[config.mk]
export PLATFORM = sky130hd
export DESIGN_NAME = uart_rx_param
export DESIGN_NICKNAME = d
export VERILOG_FILES = /design/src/rtl/uart_pkg.sv /design/src/rtl/uart_rx_baud.sv /design/src/rtl/uart_rx_param.sv
export SDC_FILE = /design/constraint.sdc
export NUM_CORES = 1
export LEC_CHECK = 0
export ABC_AREA = 1
export CORE_AREA = 2 2 72 74
export DETAILED_ROUTE_END_ITERATION = 7
export DIE_AREA = 0 0 74 76
export GPL_ROUTABILITY_DRIVEN = 0
export SYNTH_ARGS = -nofsm -noshare
export SYNTH_HDL_FRONTEND = slang
export SYNTH_SLANG_ARGS = --single-unit
[constraint.sdc]
create_clock -name clk -period 1.67 [get_ports clk]
set_input_delay 0.4175 -clock clk [delete_from_list [all_inputs] [get_ports clk]]
set_output_delay 0.4175 -clock clk [all_outputs]
set_load 0.01 [all_outputs]
[src/rtl/uart_pkg.sv]
// Shared types and helpers for the parametrised UART receiver.
// Holds the FSM state encoding, parity-mode constants and the baud counter width.
package uart_pkg;

    typedef enum logic [2:0] {
        IDLE   = 3'd0,
        START  = 3'd1,
        DATA   = 3'd2,
        PARITY = 3'd3,
        STOP   = 3'd4
    } rx_state_t;

    localparam int PARITY_MODE_EVEN = 0;
    localparam int PARITY_MODE_ODD  = 1;

    // Bits needed to hold a count of 0 .. clks_per_bit-1.
    function automatic int baud_cnt_width(input int clks_per_bit);
        return (clks_per_bit < 2) ? 1 : $clog2(clks_per_bit);
    endfunction

endpackage

[src/rtl/uart_rx_baud.sv]
// Baud tick generator: loadable down-counter producing a one-cycle sample tick.
// A load arms a half-period to reach mid-bit; each tick reloads a full period.
module uart_rx_baud
    import uart_pkg::*;
#(
    parameter int CLKS_PER_BIT = 16
) (
    input  logic clk,
    input  logic rst,
    input  logic load,
    output logic tick
);

    localparam int CW = baud_cnt_width(CLKS_PER_BIT);
    localparam logic [CW-1:0] HALF_M1 = CW'(CLKS_PER_BIT / 2 - 1);
    localparam logic [CW-1:0] FULL_M1 = CW'(CLKS_PER_BIT - 1);

    logic [CW-1:0] cnt_q;

    always_ff @(posedge clk or posedge rst) begin
        if (rst) begin
            cnt_q <= '0;
        end else if (load) begin
            cnt_q <= HALF_M1;
        end else if (cnt_q == '0) begin
            cnt_q <= FULL_M1;
        end else begin
            cnt_q <= cnt_q - 1'b1;
        end
    end

    assign tick = (cnt_q == '0) && !load;

endmodule

[src/rtl/uart_rx_param.sv]
// Parametrised UART receiver with held data register, valid/read handshake and error flags.
// Optional parity checking is enabled by defining UART_RX_PARITY_EN.
module uart_rx_param
    import uart_pkg::*;
#(
    parameter int CLKS_PER_BIT = 16,
    parameter int DATA_BITS    = 8,
    parameter int STOP_BITS    = 1,
    parameter int PARITY_ODD   = 0
) (
    input  logic                 clk,
    input  logic                 rst,
    input  logic                 rxd,
    input  logic                 data_rd,
    output logic [DATA_BITS-1:0] data_i,
    output logic                 data_valid,
    output logic                 receive_ack,
    output logic                 frame_err,
    output logic                 parity_err,
    output logic                 overrun,
    output logic                 LED
);

    if (CLKS_PER_BIT < 4 || CLKS_PER_BIT > 65535 || DATA_BITS < 5 || DATA_BITS > 9 ||
        STOP_BITS < 1 || STOP_BITS > 2 || PARITY_ODD < 0 || PARITY_ODD > 1) begin : g_bad_param
        $error("uart_rx_param: parameter out of legal range");
    end

    localparam logic [3:0] LAST_DATA = 4'(DATA_BITS - 1);
    localparam logic [3:0] LAST_STOP = 4'(STOP_BITS - 1);

    // Handshake: data_valid rises with receive_ack and stays high until data_rd is
    // seen while data_valid=1; a completing frame always wins over a same-cycle read.
    rx_state_t state_q, state_d;

    logic                 rxd_meta, rxd_s, rxd_prev;
    logic                 fall;
    logic                 load, tick, done;
    logic [3:0]           bit_cnt;
    logic [DATA_BITS-1:0] shift_q;
    logic                 stop_err_q;
    logic                 frame_err_now;
    logic                 parity_err_now;

    uart_rx_baud #(
        .CLKS_PER_BIT(CLKS_PER_BIT)
    ) u_baud (
        .clk (clk),
        .rst (rst),
        .load(load),
        .tick(tick)
    );

    assign fall = rxd_prev && !rxd_s;

    always_ff @(posedge clk or posedge rst) begin
        if (rst) begin
            state_q <= IDLE;
        end else begin
            state_q <= state_d;
        end
    end

    always_comb begin
        state_d = state_q;
        load    = 1'b0;
        done    = 1'b0;
        case (state_q)
            IDLE: begin
                if (fall) begin
                    load    = 1'b1;
                    state_d = START;
                end
            end
            START: begin
                if (tick) begin
                    state_d = rxd_s ? IDLE : DATA;
                end
            end
            DATA: begin
                if (tick && bit_cnt == LAST_DATA) begin
`ifdef UART_RX_PARITY_EN
                    state_d = PARITY;
`else
                    state_d = STOP;
`endif
                end
            end
            PARITY: begin
                if (tick) begin
                    state_d = STOP;
                end
            end
            STOP: begin
                if (tick && bit_cnt == LAST_STOP) begin
                    done    = 1'b1;
                    state_d = IDLE;
                end
            end
            default: state_d = IDLE;
        endcase
    end

    always_ff @(posedge clk or posedge rst) begin
        if (rst) begin
            rxd_meta <= 1'b1;
            rxd_s    <= 1'b1;
            rxd_prev <= 1'b1;
        end else begin
            rxd_meta <= rxd;
            rxd_s    <= rxd_meta;
            rxd_prev <= rxd_s;
        end
    end

    // bit_cnt is shared by the data and stop phases; it restarts on every state change.
    always_ff @(posedge clk or posedge rst) begin
        if (rst) begin
            bit_cnt    <= '0;
            shift_q    <= '0;
            stop_err_q <= 1'b0;
        end else begin
            if (state_d != state_q) begin
                bit_cnt <= '0;
            end else if (tick && (state_q == DATA || state_q == STOP)) begin
                bit_cnt <= bit_cnt + 1'b1;
            end
            if (state_q == DATA && tick) begin
                shift_q <= {rxd_s, shift_q[DATA_BITS-1:1]};
            end
            if (load) begin
                stop_err_q <= 1'b0;
            end else if (state_q == STOP && tick && !rxd_s) begin
                stop_err_q <= 1'b1;
            end
        end
    end

    assign frame_err_now = stop_err_q || !rxd_s;

`ifdef UART_RX_PARITY_EN
    logic par_err_q;
    logic exp_par;

    assign exp_par = (PARITY_ODD == PARITY_MODE_ODD) ? ~^shift_q : ^shift_q;

    always_ff @(posedge clk or posedge rst) begin
        if (rst) begin
            par_err_q  <= 1'b0;
            parity_err <= 1'b0;
        end else begin
            if (load) begin
                par_err_q <= 1'b0;
            end else if (state_q == PARITY && tick) begin
                par_err_q <= rxd_s ^ exp_par;
            end
            if (done) begin
                parity_err <= par_err_q;
            end
        end
    end

    assign parity_err_now = par_err_q;
`else
    assign parity_err     = 1'b0;
    assign parity_err_now = 1'b0;
`endif

    always_ff @(posedge clk or posedge rst) begin
        if (rst) begin
            data_i      <= '0;
            data_valid  <= 1'b0;
            receive_ack <= 1'b0;
            frame_err   <= 1'b0;
            overrun     <= 1'b0;
            LED         <= 1'b0;
        end else begin
            receive_ack <= done;
            if (done) begin
                data_i     <= shift_q;
                data_valid <= 1'b1;
                frame_err  <= frame_err_now;
                if (data_valid && !data_rd) begin
                    overrun <= 1'b1;
                end else if (data_rd) begin
                    overrun <= 1'b0;
                end
                if (!frame_err_now && !parity_err_now) begin
                    LED <= ~LED;
                end
            end else if (data_rd && data_valid) begin
                data_valid <= 1'b0;
                overrun    <= 1'b0;
            end
        end
    end

endmodule

* After elaboration in Yosys (flattened, before gate mapping)
Index checks and enable logic that the tools add are counted.
** Storage, ports and cells
- Register bits after elaboration :: 36
- Output and inout port bits :: 14
- Word-level logic and storage cells :: 70
** Cells by class
- $add $sub $neg :: 2
- Eq/ne operators :: 7
- Mux-type cells :: 22
- Bitwise logic cells :: 2
- Reduce and logical (&&, ||, !) cells :: 23
** Operators with widths (number)
- 2-to-1 mux 4 bit :: 4
- 2-to-1 mux 3 bit :: 5
- case mux 3 bit (5 select lines) :: 1
- 2-to-1 mux 1 bit :: 11
- logical AND 1 bit :: 10
- logical NOT 4 bit :: 2
- == test 3 x 2 -> 1 bit (second input constant) :: 2
- nonzero test 2 bit :: 3
- adder 4 x 1 -> 4 bit (second input constant) :: 1
- == test 4 x 3 -> 1 bit (second input constant) :: 1
- AND reduction 2 bit :: 2
- subtractor 4 x 1 -> 4 bit (second input constant) :: 1
- == test 3 x 1 -> 1 bit (second input constant) :: 1
- == test 3 bit (second input constant) :: 1
- logical NOT 1 bit :: 3
- logical NOT 3 bit :: 1
- != test 3 x 2 -> 1 bit (second input constant) :: 1
- != test 3 bit :: 1
- logical OR 1 bit :: 2
- 2-to-1 mux 2 bit :: 1
- inverter 1 bit :: 2

* Longest topological paths before layout
- Depth after elaboration :: 11
- Gate-level depth with buffers :: 10
- Gate-level depth less buffers :: 10

* Hierarchy
From an unflattened synthesis, not the netlist that was laid out.
** Unflattened totals
- Cells, all modules :: 180
- Area total of the unflattened synthesis :: 1619.1 µm²
** Modules (own cells, without submodules)
- uart_rx_param :: instances 1, cells an instance 154, area each 1418.9 µm², seq. area each 804.5 µm²
- uart_rx_baud :: instances 1, cells an instance 26, area each 200.2 µm², seq. area each 100.1 µm²

* Worst setup path before layout
OpenSTA, ideal clock, no wires.
- Kind :: register to register
- Start :: register bit_cnt[0]
- End :: register data_i[7]
- Arrival :: 1296 ps
- Data required time :: 1554 ps
- Setup slack :: 257 ps
- Cell stages (with the launch flop) :: 8
- Period minus slack after synthesis :: 1413 ps
- Path through :: dfrtp_1 inv_1 ha_1 nor3b_2 nand4_4 buf_6 nand2_1 nand2_1
** On the way
- Cells in the longest elaborated chain, start to end :: 4
** Ends and longest elaborated chain
- start, declared :: RTL line uart_rx_param.sv:39 : logic [3:0] bit_cnt;
- start signal, assigned :: RTL line uart_rx_param.sv:126 : bit_cnt <= bit_cnt + 1'b1;
- logical NOT 4 bit :: RTL line uart_rx_param.sv:95 : if (tick && bit_cnt == LAST_STOP) begin
- logical AND 1 bit :: RTL line uart_rx_param.sv:95
- 2-to-1 mux 1 bit :: RTL line uart_rx_param.sv:95
- 2-to-1 mux 1 bit :: RTL line uart_rx_param.sv:68 : case (state_q)
- end signal, assigned :: RTL line uart_rx_param.sv:180 : data_i <= shift_q;
- end, declared :: RTL line uart_rx_param.sv:15 : output logic [DATA_BITS-1:0] data_i,
Every way passes these cells.
A chain may end at the register's enable or synchronous reset.

* Worst setup path in the final report
- Start :: register data_valid
- End :: output port data_valid
** RTL lines
- start, declared :: RTL line uart_rx_param.sv:16 : output logic data_valid,
- start signal, assigned :: RTL line uart_rx_param.sv:172 : data_valid <= 1'b0;
- start signal, assigned :: RTL line uart_rx_param.sv:181 : data_valid <= 1'b1;
- start signal, assigned :: RTL line uart_rx_param.sv:192 : data_valid <= 1'b0;
No word-level cell between the ends.

==> flow_metrics.env <==
export IMPL_max_cap_violations=0
export IMPL_clock_sinks=36
export IMPL_max_freq_mhz=619
export IMPL_cp_data_required_time_ns=1.25
export IMPL_placementRows=26
export IMPL_cp_slowest_cell="clkdlybuf4s50_1"
export IMPL_via_per_inst=4.44
export IMPL_place_area_um2=2000
export IMPL_syn_num_nets=197
export IMPL_worstHoldStart="rxd_meta"
export IMPL_die_y_um=76
export IMPL_synthDominantCellAreaShare_pct=47.4
export IMPL_max_clock_path_buffers=2
export IMPL_dp_hpwl_um=2260
export IMPL_clock_skew_ns=0.00331
export IMPL_grt_pass1_vias=1194
export IMPL_drc=0
export IMPL_firstDrtPassIters=4
export IMPL_area_delta_synth_final_pct=21.5
export IMPL_tritoncts="built"
export IMPL_cp_cell_sequence="clkdlybuf4s50_1"
export IMPL_p_per_area_nw_per_um2=1130
export IMPL_dieArea_um2=5620
export IMPL_ys_ff_latch=36
export IMPL_ant_nets=0
export IMPL_start_kind="register"
export IMPL_layout_setup_ws_ns=0.0539
export IMPL_grt_max_degree=37
export IMPL_crit_path_end_kind="output port"
export IMPL_yosys_most_used_dff="dfrtp_1"
export IMPL_total_power_mw=2.39
export IMPL_overflow=0
export IMPL_io_buffer_count=16
export IMPL_avgRoutedWirePerCell_um=10.9
export IMPL_final_area_um2=2120
export IMPL_seq_area_frac_synth_pct=51.9
export IMPL_regToRegStartpoint="bit_cnt[0]"
export IMPL_cts_hold_buf=0
export IMPL_path_delay_family="buffers and inverters"
export IMPL_synth_top_cell_by_area="dfrtp_1"
export IMPL_final_hold_viol_count=0
export IMPL_dp_slack_ns=0.114
export IMPL_min_period_ns=1.62
export IMPL_drtIter0Drc=64
export IMPL_grt_setup_unrepaired="no"
export IMPL_synth_cell_type_count=32
export IMPL_netlist_instances=189
export IMPL_route_vias_total=1265
export IMPL_clkLatencyLatePin_ns=0.28
export IMPL_core_area_um2=4910
export IMPL_synth_common_cells="nand2_1, dfrtp_1, inv_1"
export IMPL_cts_root_buffer="clkbuf_8"
export IMPL_criticalPathCategory="register to output port"
export IMPL_startpoint="data_valid"
export IMPL_die_w_um=74
export IMPL_drt_wl_total_um=3110
export IMPL_critical_path_peak_fanout=3
export IMPL_setup_violations_final=0
export IMPL_drive_above_1_share_pct=19.1
export IMPL_fin_crit_sh_pct=96.8
export IMPL_ys_warnings_count=0
export IMPL_path_clk_slew_ns=0.07
export IMPL_cts_buffers=5
export IMPL_cts_max_level=2
export IMPL_synth_area_leaders="dfrtp_1, nand2_1, inv_1"
export IMPL_cp_arrival_ns=1.20
export IMPL_ios=18
export IMPL_avgSynthCellArea_um2=9.22
export IMPL_path_buf_inv=1
export IMPL_ir_drop_v=0.000604
export IMPL_final_max_slew_viol_count=0
export IMPL_finalSetupTns_ns=0
export IMPL_antenna_cells=0
export IMPL_async_reset_ff_share_pct=100
export IMPL_status="complete, no violations"
export IMPL_synth_edf_count=0
export IMPL_cp_slowest_stage_delay_ns=0.54
export IMPL_antenna_found_initial=0
export IMPL_min_path_type="register to register"
export IMPL_grt_pass1_wl_um=5400
export IMPL_finalNetCount=222
export IMPL_synth_most_common_cell="nand2_1"
export IMPL_initial_core_util_pct=35.5
export IMPL_p_leak_nw=1.03
export IMPL_netlist_area_um2=1740
export IMPL_track_usage_pct=12.4
## repair_timing
action / 4_1_cts / 5_1_grt
endpoints found under the hold margin: 0 / 0
resized for setup: 0 / 4
setup endpoints to repair: 1 / 6
buffers inserted: 1 / 0
## logic make-up (layout without fill, tap and decap cells)
logic type	Yosys count	after routing	synth area share, %
buffers and inverters	28	54	7.11
AO/OA/AOI/OAI	25	25	9.55
XOR/XNOR	2	2	1.01
other	1	1	0.215
adder cells (fa/ha/maj)	4	4	2.87
flip-flops	36	36	51.9
AND/OR/NAND/NOR	93	93	27.4
## path summary, 6_finish.rpt
check	end	slack, ns	depth (start not counted)
min in group asynchronous	shift_q[5]	0.47	3
min	rxd_s	0.36	0
min reg2reg	rxd_s	0.36	0
max reg2reg	data_i[6]	0.15	7
max in group asynchronous	rxd_meta	0.96	3
max	data_valid	0.05	1
## cells in the final DEF (no fill, tap or decap), types with 2 or more instances in the layout
| cell type | synthesis | routed |
|---|---|---|
| nand4_1 | 2 | 2 |
| a21oi_1 | 3 | 3 |
| nand2_1 | 48 | 48 |
| o21ai_0 | 4 | 4 |
| o21ai_1 | 6 | 6 |
| nand2_4 | 3 | 3 |
| ha_1 | 4 | 4 |
| nand2_2 | 3 | 3 |
| nand3_2 | 2 | 2 |
| nor3_1 | 2 | 2 |
| clkbuf_8 | 0 | 6 |
| inv_2 | 2 | 2 |
| dfstp_2 | 3 | 3 |
| nor2_4 | 3 | 3 |
| clkdlybuf4s50_1 | 0 | 14 |
| nor2_1 | 18 | 17 |
| nor2_2 | 1 | 2 |
| nand3_1 | 8 | 8 |
| buf_4 | 1 | 4 |
| o21ai_2 | 7 | 7 |
| inv_1 | 23 | 23 |
| dfrtp_1 | 33 | 33 |
| dlymetal6s2s_1 | 0 | 2 |
## power by group
group	internal (mW)	switching, mW	total (mW)
registers	0.990	0.116	1.11
clock network	0.335	0.301	0.636
logic	0.248	0.400	0.649
## flip-flops by register name, summed over array words and instances, names as in the netlist, 3 cells and up
| register | cells |
|---|---|
| data_i | 8 |
| shift_q | 8 |
| bit_cnt | 4 |
| u_baud.cnt_q | 4 |
| state_q | 3 |
## cell type report
type / instances / area, µm²
Clock buffer: 7 / 86.3
Clock inverter: 1 / 7.51
Fill cell: 496 / 2790
Inverter: 25 / 93.8
Multi-Input combinational cell: 125 / 723
Sequential cell: 36 / 905
Tap cell: 70 / 87.6
Timing Repair Buffer: 21 / 215
## through the flow
stage          hold WS, ns  instances  util [%]
2_1_floorplan        0.345        189         -
3_3_place_gp         0.348        276      40.8
3_5_place_dp         0.349        276      40.8
4_1_cts              0.359        285      42.8
5_1_grt              0.361        285      43.1
6_report             0.358        285      43.1
## routing by layer
metal  global-route usage, %  share of wire (%)  vias up
met5                       0                  0        -
met2                    18.1                 46       20
li1                        -                  -      645
met3                    3.17                3.1        7
met1                    17.6                 49      593
met4                    4.91                1.5        0
## worst register-to-register path, stage by stage, from the launching register on
cell and delay, ns:
dfrtp_1 0.40, inv_1 0.11, ha_1 0.16, nor3b_4 0.25
nand4_4 0.17, buf_4 0.21, nand2_1 0.07, o21ai_2 0.05
No activity file was read; power rests on OpenSTA's default activity.
